## src/rtl/fifo_status_monitor.sv

```systemverilog
// rtl/fifo_status_monitor.sv - occupancy tracking and status flags for the five datapath FIFOs
module fifo_status_monitor #(
    parameter int DEPTH = 4,
    parameter int CNT_W = 3
) (
    input  logic               clk,
    input  logic               reset,
    input  logic [4:0]         push,
    input  logic [4:0]         pop,
    input  logic               cfg_load,
    input  logic [5*CNT_W-1:0] af_th_i,
    input  logic [5*CNT_W-1:0] ae_th_i,
    input  logic               err_clr,
    output logic [4:0]         FIFO_empties,
    output logic [4:0]         FIFO_errors,
    output logic [4:0]         almost_full,
    output logic [4:0]         almost_empty,
    output logic               all_empty,
    output logic               cfg_err
);

    localparam int NF = 5;
    localparam logic [CNT_W-1:0] DEPTH_C = CNT_W'(DEPTH);
    localparam logic [CNT_W-1:0] AF_RST  = CNT_W'(DEPTH - 1);
    localparam logic [CNT_W-1:0] AE_RST  = CNT_W'(1);

    logic [NF-1:0][CNT_W-1:0] cnt_q, cnt_d;
    logic [NF-1:0][CNT_W-1:0] af_th_q, af_th_d;
    logic [NF-1:0][CNT_W-1:0] ae_th_q, ae_th_d;
    logic [NF-1:0]            err_q, err_d, new_err;
    logic [NF-1:0]            empty_q, empty_d;
    logic [NF-1:0]            af_q, af_d;
    logic [NF-1:0]            ae_q, ae_d;
    logic                     cfg_err_q, cfg_err_d;
    logic                     load_ok;

    always_comb begin
        // Thresholds may only change while nothing is queued or arriving.
        load_ok   = (&empty_q) && (push == '0);
        af_th_d   = af_th_q;
        ae_th_d   = ae_th_q;
        if (cfg_load && load_ok) begin
            af_th_d = af_th_i;
            ae_th_d = ae_th_i;
        end
        cfg_err_d = (cfg_err_q & ~err_clr) | (cfg_load & ~load_ok);

        cnt_d   = cnt_q;
        new_err = '0;
        empty_d = '0;
        af_d    = '0;
        ae_d    = '0;
        for (int i = 0; i < NF; i++) begin
            case ({push[i], pop[i]})
                2'b10: begin
                    if (cnt_q[i] == DEPTH_C) new_err[i] = 1'b1;
                    else                     cnt_d[i]   = cnt_q[i] + CNT_W'(1);
                end
                2'b01: begin
                    if (cnt_q[i] == '0) new_err[i] = 1'b1;
                    else                cnt_d[i]   = cnt_q[i] - CNT_W'(1);
                end
                2'b11: begin
                    // The pop misses the entry being pushed, so the push still lands.
                    if (cnt_q[i] == '0) begin
                        cnt_d[i]   = CNT_W'(1);
                        new_err[i] = 1'b1;
                    end
                end
                default: ;
            endcase
            empty_d[i] = (cnt_d[i] == '0);
            af_d[i]    = (af_th_d[i] != '0) && (cnt_d[i] >= af_th_d[i]);
            ae_d[i]    = (cnt_d[i] <= ae_th_d[i]);
        end
        err_d = (err_clr ? '0 : err_q) | new_err;
    end

    always_ff @(posedge clk) begin
        if (reset) begin
            cnt_q     <= '0;
            af_th_q   <= {NF{AF_RST}};
            ae_th_q   <= {NF{AE_RST}};
            err_q     <= '0;
            cfg_err_q <= 1'b0;
            empty_q   <= '1;
            af_q      <= '0;
            ae_q      <= '1;
        end else begin
            cnt_q     <= cnt_d;
            af_th_q   <= af_th_d;
            ae_th_q   <= ae_th_d;
            err_q     <= err_d;
            cfg_err_q <= cfg_err_d;
            empty_q   <= empty_d;
            af_q      <= af_d;
            ae_q      <= ae_d;
        end
    end

    assign FIFO_empties = empty_q;
    assign FIFO_errors  = err_q;
    assign almost_full  = af_q;
    assign almost_empty = ae_q;
    assign all_empty    = &empty_q;
    assign cfg_err      = cfg_err_q;

endmodule

```

## config.mk

```make
export PLATFORM = sky130hd
export DESIGN_NAME = fifo_status_monitor
export DESIGN_NICKNAME = d
export VERILOG_FILES = /design/src/rtl/fifo_status_monitor.sv
export SDC_FILE = /design/constraint.sdc
export NUM_CORES = 1
export LEC_CHECK = 0
export ABC_AREA = 1
export ABC_CLOCK_PERIOD_IN_PS = 5410
export BUFFER_PORTS_ARGS = -buffer_cell sky130_fd_sc_hd__buf_2
export CORE_AREA = 4 4 103 86
export DETAILED_ROUTE_END_ITERATION = 16
export DIE_AREA = 0 0 107 90
export HOLD_SLACK_MARGIN = 0.08
export PLACE_DENSITY = 0.71
export RECOVER_POWER = 50
export SETUP_SLACK_MARGIN = 0.05
export SLEW_MARGIN = 20
export SYNTH_ARGS = -nofsm -noshare
export SYNTH_HDL_FRONTEND = slang
export SYNTH_SLANG_ARGS = --single-unit
```

## constraint.sdc

```tcl
create_clock -name clk -period 5.41 [get_ports clk]
set_input_delay 0.541 -clock clk [delete_from_list [all_inputs] [get_ports clk]]
set_output_delay 0.541 -clock clk [all_outputs]
set_load 0.03 [all_outputs]
```

# == After elaboration in Yosys (flattened, before gate mapping) ==
# Index checks and enable logic that the tools add are counted.
# classes
add_sub_neg,10
n_lt_le_gt_ge,10
n_eq_ne,20
mux,38
bitwise,6
reduce_logical,29
# ops
cell,count
two-way mux 3 bit,15
one-hot mux 3 bit (3 select lines),5
zero test 3 bit,10
two-way mux 15 bit,2
equality test 2 bit (second input constant),10
adder 3 x 1 -> 3 bit (second input constant),5
equality test 3 bit (second input constant),5
greater-or-equal comparator 3 bit,5
less-or-equal comparator 3 bit,5
nonzero test 3 bit,5
subtractor 3 x 1 -> 3 bit (second input constant),5
equality test 2 x 1 -> 1 bit (second input constant),5
two-way mux 1 bit,10
one-hot mux 1 bit (2 select lines),5
OR reduction 2 bit,5
logical AND 1 bit,7
zero test 5 bit,1
two-way mux 5 bit,1
OR 5 bit,1
AND reduction 5 bit,1
bitwise AND 1 bit,2
NOT 1 bit,2
OR 1 bit,1
# word_totals
register_bits,66
in_bits,44
output_inout_bits,22
word_cells,133

# == Longest topological paths before layout ==
# Gate-level depths: netlist of run 1.
# depth
depth_word,6
depth_mapped,16

# == Worst setup path before layout of run 1 ==
# Ideal clock, no wire load.
# synth_timing
kind,register -> register
from,"register empty_q[2], in the netlist FIFO_empties[2]"
to,"register af_q[3], in the netlist almost_full[3]"
setup_time_ns,0.110
arrival_ns,2.294
path_slack_ns,3.005
path_stages_with_launch,15
path_buffers,1
synth_period_minus_slack_ns,2.405
cell_sequence,dfxtp_1 > nand3_1 > nor2_2 > nand3_4 > inv_2 > buf_6 > nand2_1 > nand2_1 > inv_1 > ha_1 > a21oi_1 > inv_1 > a21o_1 > inv_1 > nor2_1
# synth_via
elab_chain_cells,6
elab_cells_between_ends,7
# synth_rtl
element,line_no,text
"start, declared",31,"logic [NF-1:0] empty_q, empty_d;"
"start signal, assigned",95,empty_q <= empty_d;
AND reduction 5 bit *,--,
via all_empty,18,"output logic all_empty,"
logical AND 1 bit *,39,load_ok = (&empty_q) && (push == '0);
logical AND 1 bit *,42,if (cfg_load && load_ok) begin
two-way mux 15 bit *,42,
greater-or-equal comparator 3 bit or nonzero test 3 bit (tied branches),73,af_d[i] = (af_th_d[i] != '0) && (cnt_d[i] >= af_th_d[i]);
logical AND 1 bit *,73,
"end signal, assigned",87,af_q <= '0;
"end signal, assigned",96,af_q <= af_d;
"end, declared",32,"logic [NF-1:0] af_q, af_d;"
# Mark *: on every way through the listed nets, which the timed path passes. The rest lies on a longest branch.
# A chain may end at the register's enable or synchronous reset.

==> summary.md, run 1 <==
| Metric | Value |
|---|---|
| Crit. End Element | `register` |
| Post CTS Setup Buffer Count | `0` |
| P per Cell Area | `318 nW/um2` |
| Vias per cell | `5.00` |
| Post-synthesis cell area | `3840 um2` |
| Sw Ratio | `35.1%` |
| Register area share after synthesis | `34.4%` |
| Remaining antenna violation count after routing | `0` |
| Die Height | `90 um` |
| Routed Wire Length | `8720 um` |
| Final setup vio count | `0` |
| Core box area | `7760 um2` |
| CTS clk-pin slew, worst paths | `0.07 ns` |
| Cts repair resizes | `0` |
| Placed insts | `697` |
| Final hold violation count | `0` |
| Fin Clk Skew | `0.00977 ns` |
| Reg power frac | `40.1%` |
| Clk Latency, worst-skew pair | `0.35 ns` |
| Pre-Repair DR Iteration Count | `4` |
| PnR worst setup slack | `2.50 ns` |
| Area grow syn2layout | `14.5%` |
| Num rows | `29` |
| Post-Layout Cell Count | `713` |
| CTS root buffer | `clkbuf_8` |
| Net load switching power | `0.000490 W` |
| Buf+Inv Stages, Crit Path | `3` |
| Slew headroom | `-5.23%` |
| DRC Markers | `0` |
| Synth cell types | `33` |
| Failing checks | `max-capacitance violations, max-slew violations` |
| Max clock buf depth | `2` |
| Max Cap Violations | `1` |
| Status | `finished with violations` |
| Hold Worst Slack | `0.426 ns` |
| Crit-path cells | `clkbuf_1 > inv_1 > nand2_1 > inv_1 > nor3_1` |
| Critical path startpoint category | `input pin` |
| GRT overflow | `0` |
| Synth warnings | `0` |
| Internal power | `0.000906 W` |
| Layout cells sized above 1 | `12.1%` |
| I/O pins | `66` |
| Crit-path slowest cell | `clkbuf_1` |
| Largest net degree at the start of global routing | `35` |
| Vias in the first global route | `3,337` |
| Die Wd | `107 um` |
| Critical path required time | `5.67 ns` |
| Vias | `3,568` |
| Pleak | `2.25 nW` |
| GRT Util Overall | `18.8%` |
| CTS tree | `built` |
| Initial antenna violation count | `0` |
| Crit path time final | `2.91 ns` |
| Worst-path fanout max | `32` |
| Period utilization | `53.8%` |
| Logic pwr share | `29.4%` |
| Seq cells post-synth | `66` |
| Setup TNS | `0 ns` |
| # diodes | `0` |
| Slowest cell delay on critical path | `1.11 ns` |
| Worst hold path class | `input pin to register` |
| Pre-CTS setup slack | `2.38 ns` |
| GP Congestion | `0.857` |
| Fmax | `0.344 GHz` |
| Initial DRC count | `163` |
| Post-Syn Nets | `623` |
| Fill cell count | `737` |
| CTS Sinks | `66` |
| Cts bufs inserted | `9` |
| Crit-path most repeated cell | `inv_1` |
| Mapped Cells | `535` |
| Overall power | `0.00140 W` |
| RSZ-0062 raised after global routing | `false` |
| Critical path class | `input pin to register` |
| IO buf count | `65` |
| Clk network pwr share | `30.5%` |
| Top Family by Delay on Critical Path | `buffers and inverters` |
| Crit path arrival time | `3.17 ns` |
| Syn_area_per_cell | `7.17 um2` |
| First-pass GRT wire length | `14,800 um` |
| DR WL/cell | `12.2 um` |
| Initial core utilization | `49.4%` |
| # hold bufs at CTS | `0` |
| Post-DP HPWL | `6630 um` |
| Fin nets | `688` |
| Max-slew violations | `33` |
| Die area | `9630 um2` |
| CTS H-Tree Depth | `3` |
| Actual slew at the worst max-slew pin | `1.58 ns` |
| Peak supply drop | `204 uV` |
-- registers in the layout (all words and copies together), names as in the netlist --
signal,cells
FIFO_empties,5
FIFO_errors,5
ae_th_q,15
af_th_q,15
almost_empty,5
almost_full,5
cfg_err,1
cnt_q,15
-- area by class of cell --
type,instances,area (um2),share of cell area [%]
multi-input combinational,383,2150,49.0
sequential,66,1320,30.1
timing repair buffer,65,298,6.78
inverter,75,282,6.41
clock buffer,12,155,3.53
tap,108,135,3.08
clock inverter,4,50.0,1.14
-- metrics by stage --
stage	area (um2)	util, %
after CTS	4420	56.9
final	4390	56.6
after global routing	4390	56.6
after floorplan	3840	-
after detailed placement	4220	54.3
after global placement	4220	54.3
-- Yosys cell counts, drive strengths merged --
master	number	area share [%]
a21o	2	0.39
a21oi	17	2.2
a22oi	1	0.20
a31oi	5	0.82
and2	3	0.49
buf	6	1.6
clkbuf	5	0.49
dfxtp	66	34
ha	44	14
inv	75	7.3
mux2i	6	1.6
nand2	141	14
nand3	48	6.6
nand4	3	0.49
nor2	49	5.1
nor3	5	0.65
o211ai	6	1.2
o21ai	38	5.5
o221ai	2	0.46
o22ai	1	0.16
o311ai	1	0.23
o31ai	3	0.59
or2	8	1.3
-- power groups by stage --
stage / clock (W) / sequential (W) / combinational [W]
floorplan: 0 / 0.000629 / 0.000243
global placement: 0 / 0.000570 / 0.000406
detailed placement: 0 / 0.000570 / 0.000420
CTS: 0.000435 / 0.000559 / 0.000423
global route: 0.000455 / 0.000566 / 0.000473
finish: 0.000426 / 0.000560 / 0.000410
-- logic make-up after synthesis --
kind of cell | Yosys count | share of synthesized area [%]
fa+ha+maj | 44 | 14.4
compound gates | 76 | 11.8
flops | 66 | 34.4
buf+inv | 86 | 9.43
simple gates | 257 | 28.4
mux | 6 | 1.57
-- path summary, 6_finish.rpt --
kind / start / endpoint / slack [ns] / cells past startpoint
setup / recovery: reset / FIFO_empties[4] / 2.50 / 5
hold / removal: ae_th_i[0] / ae_th_q[0] / 0.43 / 3
setup reg to reg: FIFO_empties[1] / almost_full[3] / 2.57 / 13
hold reg to reg: cfg_err / cfg_err / 0.47 / 2
-- cells in the final DEF (no fill, tap or decap) --
cell / n
nand2_1: 140
inv_1: 73
dfxtp_1: 66
nor2_1: 48
nand3_1: 47
ha_1: 44
buf_2: 43
o21ai_0: 30
clkbuf_1: 23
a21oi_1: 17
clkbuf_8: 11
mux2i_1: 6
o211ai_1: 6
o21ai_2: 6
nor3_1: 5
a31oi_1: 5
or2_2: 4
o31ai_1: 3
and2_1: 3
nand4_1: 3
inv_2: 2
o221ai_1: 2
or2_1: 2
or2_0: 2
o21ai_1: 2
a21o_1: 2
clkinvlp_4: 2
nor2_4: 1
nand3_4: 1
o22ai_1: 1
nand2_2: 1
a22oi_1: 1
o311ai_0: 1
clkinv_2: 1
bufinv_16: 1
-- tightest hold or removal path, delay by kind of cell --
family / cells / cell delay [ns]
and+or+nand+nor: 2 / 0.12
buffers and inverters: 1 / 0.08
-- routing by layer --
metal	share of wire (%)	global-route usage [%]	up-vias
met5	0	0	-
met4	1.5	5.43	0
met3	6.2	5.44	11
met2	48	31.8	92
met1	44	23.1	1604
li1	-	-	1861
Note: power is estimated with default switching activity, not from simulation.
==> inputs of run 2 (changes only) <==
ABC_CLOCK_PERIOD_IN_PS = 2700   (was 5410)
clock period = 2.7 ns   (was 5.41 ns; I/O delays follow)
==> run 2 against run 1 <==
Net effect: the run now ends clean; largest cell class unchanged; clock-buffer cell count decreased by 1; critical path depth increased by 6; design area increased by 1.7%; worst hold slack got worse by 0.29 ns; critical path type is now register to register; routed wire length increased by 5.2%; total power increased by 100%; setup slack got worse by 2.2 ns; via count about the same.
==> summary.md, run 2 (synthesis gave the netlist of run 1 again) <==
| Metric | Value |
|---|---|
| Initial antenna violation count | `0` |
| Die Wd | `107 um` |
| Clk Latency, worst-skew pair | `0.35 ns` |
| Critical path startpoint category | `register` |
| Period utilization | `89.7%` |
| RSZ-0062 raised after global routing | `false` |
| Vias per cell | `4.94` |
| End of the worst hold path | `ae_th_q[12]` |
| # hold bufs at CTS | `0` |
| Crit path time final | `2.42 ns` |
| Area grow syn2layout | `16.4%` |
| Most frequent cells in the layout | `140 x nand2_1, 73 x inv_1, 66 x dfxtp_1` |
| Critical path required time | `2.96 ns` |
| DRC Markers | `0` |
| Final setup vio count | `0` |
| Max-slew violations | `0` |
| CTS root buffer | `clkbuf_8` |
| Layout Utilization | `57.5%` |
| Fin nets | `697` |
| Worst-path fanout max | `10` |
| Placed insts | `706` |
| Fin Clk Skew | `0.00754 ns` |
| Remaining antenna violation count after routing | `0` |
| RR Startpoint | `FIFO_empties[3]` |
| GRT Util Overall | `19.8%` |
| Post-Layout Cell Count | `722` |
| Actual slew at the worst max-slew pin | `0.615 ns` |
| P per Cell Area | `633 nW/um2` |
| DR WL/cell | `12.7 um` |
| Routed Wire Length | `9180 um` |
| Worst r2r path cells | `11` |
| Hold_sp | `ae_th_i[12]` |
| Die Height | `90 um` |
| CTS clk-pin slew, worst paths | `0.07 ns` |
| Die area | `9630 um2` |
| # diodes | `0` |
| I/O pins | `66` |
| Num rows | `29` |
| CTS tree | `built` |
| Pre-Repair DR Iteration Count | `4` |
| Post-DP HPWL | `7030 um` |
| Fmax | `0.413 GHz` |
| Cts bufs inserted | `9` |
| Max Cap Violations | `0` |
| Register Area | `1320 um2` |
| Pleak | `2.30 nW` |
| GRT overflow | `0` |
| Layout cells sized above 1 | `14.2%` |
| Crit path arrival time | `2.68 ns` |
| Initial DRC count | `151` |
| CTS H-Tree Depth | `3` |
| Fill cell count | `774` |
| Critical path class | `register to register` |
| Setup slack, reg-to-reg | `0.28 ns` |
| Largest net degree at the start of global routing | `32` |
| Worst hold path class | `input pin to register` |
| Max clock buf depth | `2` |
| Biggest regs | `ae_th_q x15, af_th_q x15, cnt_q x15` |
| Core box area | `7760 um2` |
| Hold Worst Slack | `0.138 ns` |
| Setup TNS | `0 ns` |
| Vias | `3,570` |
| IO buf count | `65` |
| Vias in the first global route | `3,417` |
| CTS Sinks | `66` |
| Status | `completed` |
| First-pass GRT wire length | `15,400 um` |
| Hold depth | `3` |
| Initial core utilization | `49.4%` |
| Peak supply drop | `343 uV` |
| Most common cell after layout, fill and taps aside | `nand2_1` |
| Critical R2R Capture | `almost_full[0]` |
| Final hold violation count | `0` |
| GP Congestion | `0.870` |
| Crit. End Element | `register` |
| Footprint of the multi-input gates | `2160 um2` |
| Slew headroom | `59.0%` |
-- run 2: layer usage --
layer  track usage, %  wire length (um)  vias up
li1                 -                 -     1882
met1             24.0              4230     1600
met2             33.5              4380       75
met3             5.87               433       13
met4             6.18               127        0
met5                0                 0        -
-- run 2: worst max-delay path by stage --
stage	depth (start not counted)	from	to
after floorplan	14	FIFO_empties[2]	almost_full[3]
after global placement	15	push[0]	almost_full[3]
after detailed placement	13	push[0]	almost_full[0]
after CTS	16	cnt_q[9]	almost_full[3]
after global routing	16	cnt_q[9]	almost_full[3]
final	11	FIFO_empties[3]	almost_full[0]
-- run 2: stage by stage --
stage	instance area, um2	setup slack, ns	power (W)
finish	4470	0.277	0.00283
global route	4470	0.0506	0.00303
CTS	4490	0.262	0.00286
detailed placement	4280	0.263	0.00200
global placement	4280	0.362	0.00197
floorplan	3840	0.295	0.00175
-- run 2: timing repair --
| action | 4_1_cts | 5_1_grt |
|---|---|---|
| resized for setup | 0 | 3 |
| setup buffers | 0 | 0 |
| setup endpoints to repair | 0 | 2 |
| endpoints found under the hold margin | 0 | 0 |
-- run 2: worst max-delay path: stages (launching register included) --
cell and delay (ns):
dfxtp_1 0.38, nand3_1 0.10, nor2_2 0.25, nand3_4 0.20
buf_4 0.23, or2_2 0.27, o21ai_1 0.15, ha_1 0.31
a21oi_1 0.18, o211ai_1 0.11, nand3_1 0.10, inv_1 0.04
-- run 2: power breakdown --
part / internal, W / switching [W] / total [W]
Clock: 0.000471 / 0.000381 / 0.000852
Combinational: 0.000287 / 0.000567 / 0.000854
Sequential: 0.00107 / 0.0000547 / 0.00112
Total: 0.00183 / 0.00100 / 0.00283
-- run 2: layout make-up --
class                           count  area share (%)
Sequential cell                    66            29.6
Clock inverter                      5            1.18
Tap cell                          108            3.03
Timing Repair Buffer               74            8.12
Clock buffer                       11            3.39
Inverter                           75            6.30
Multi-Input combinational cell    383            48.4
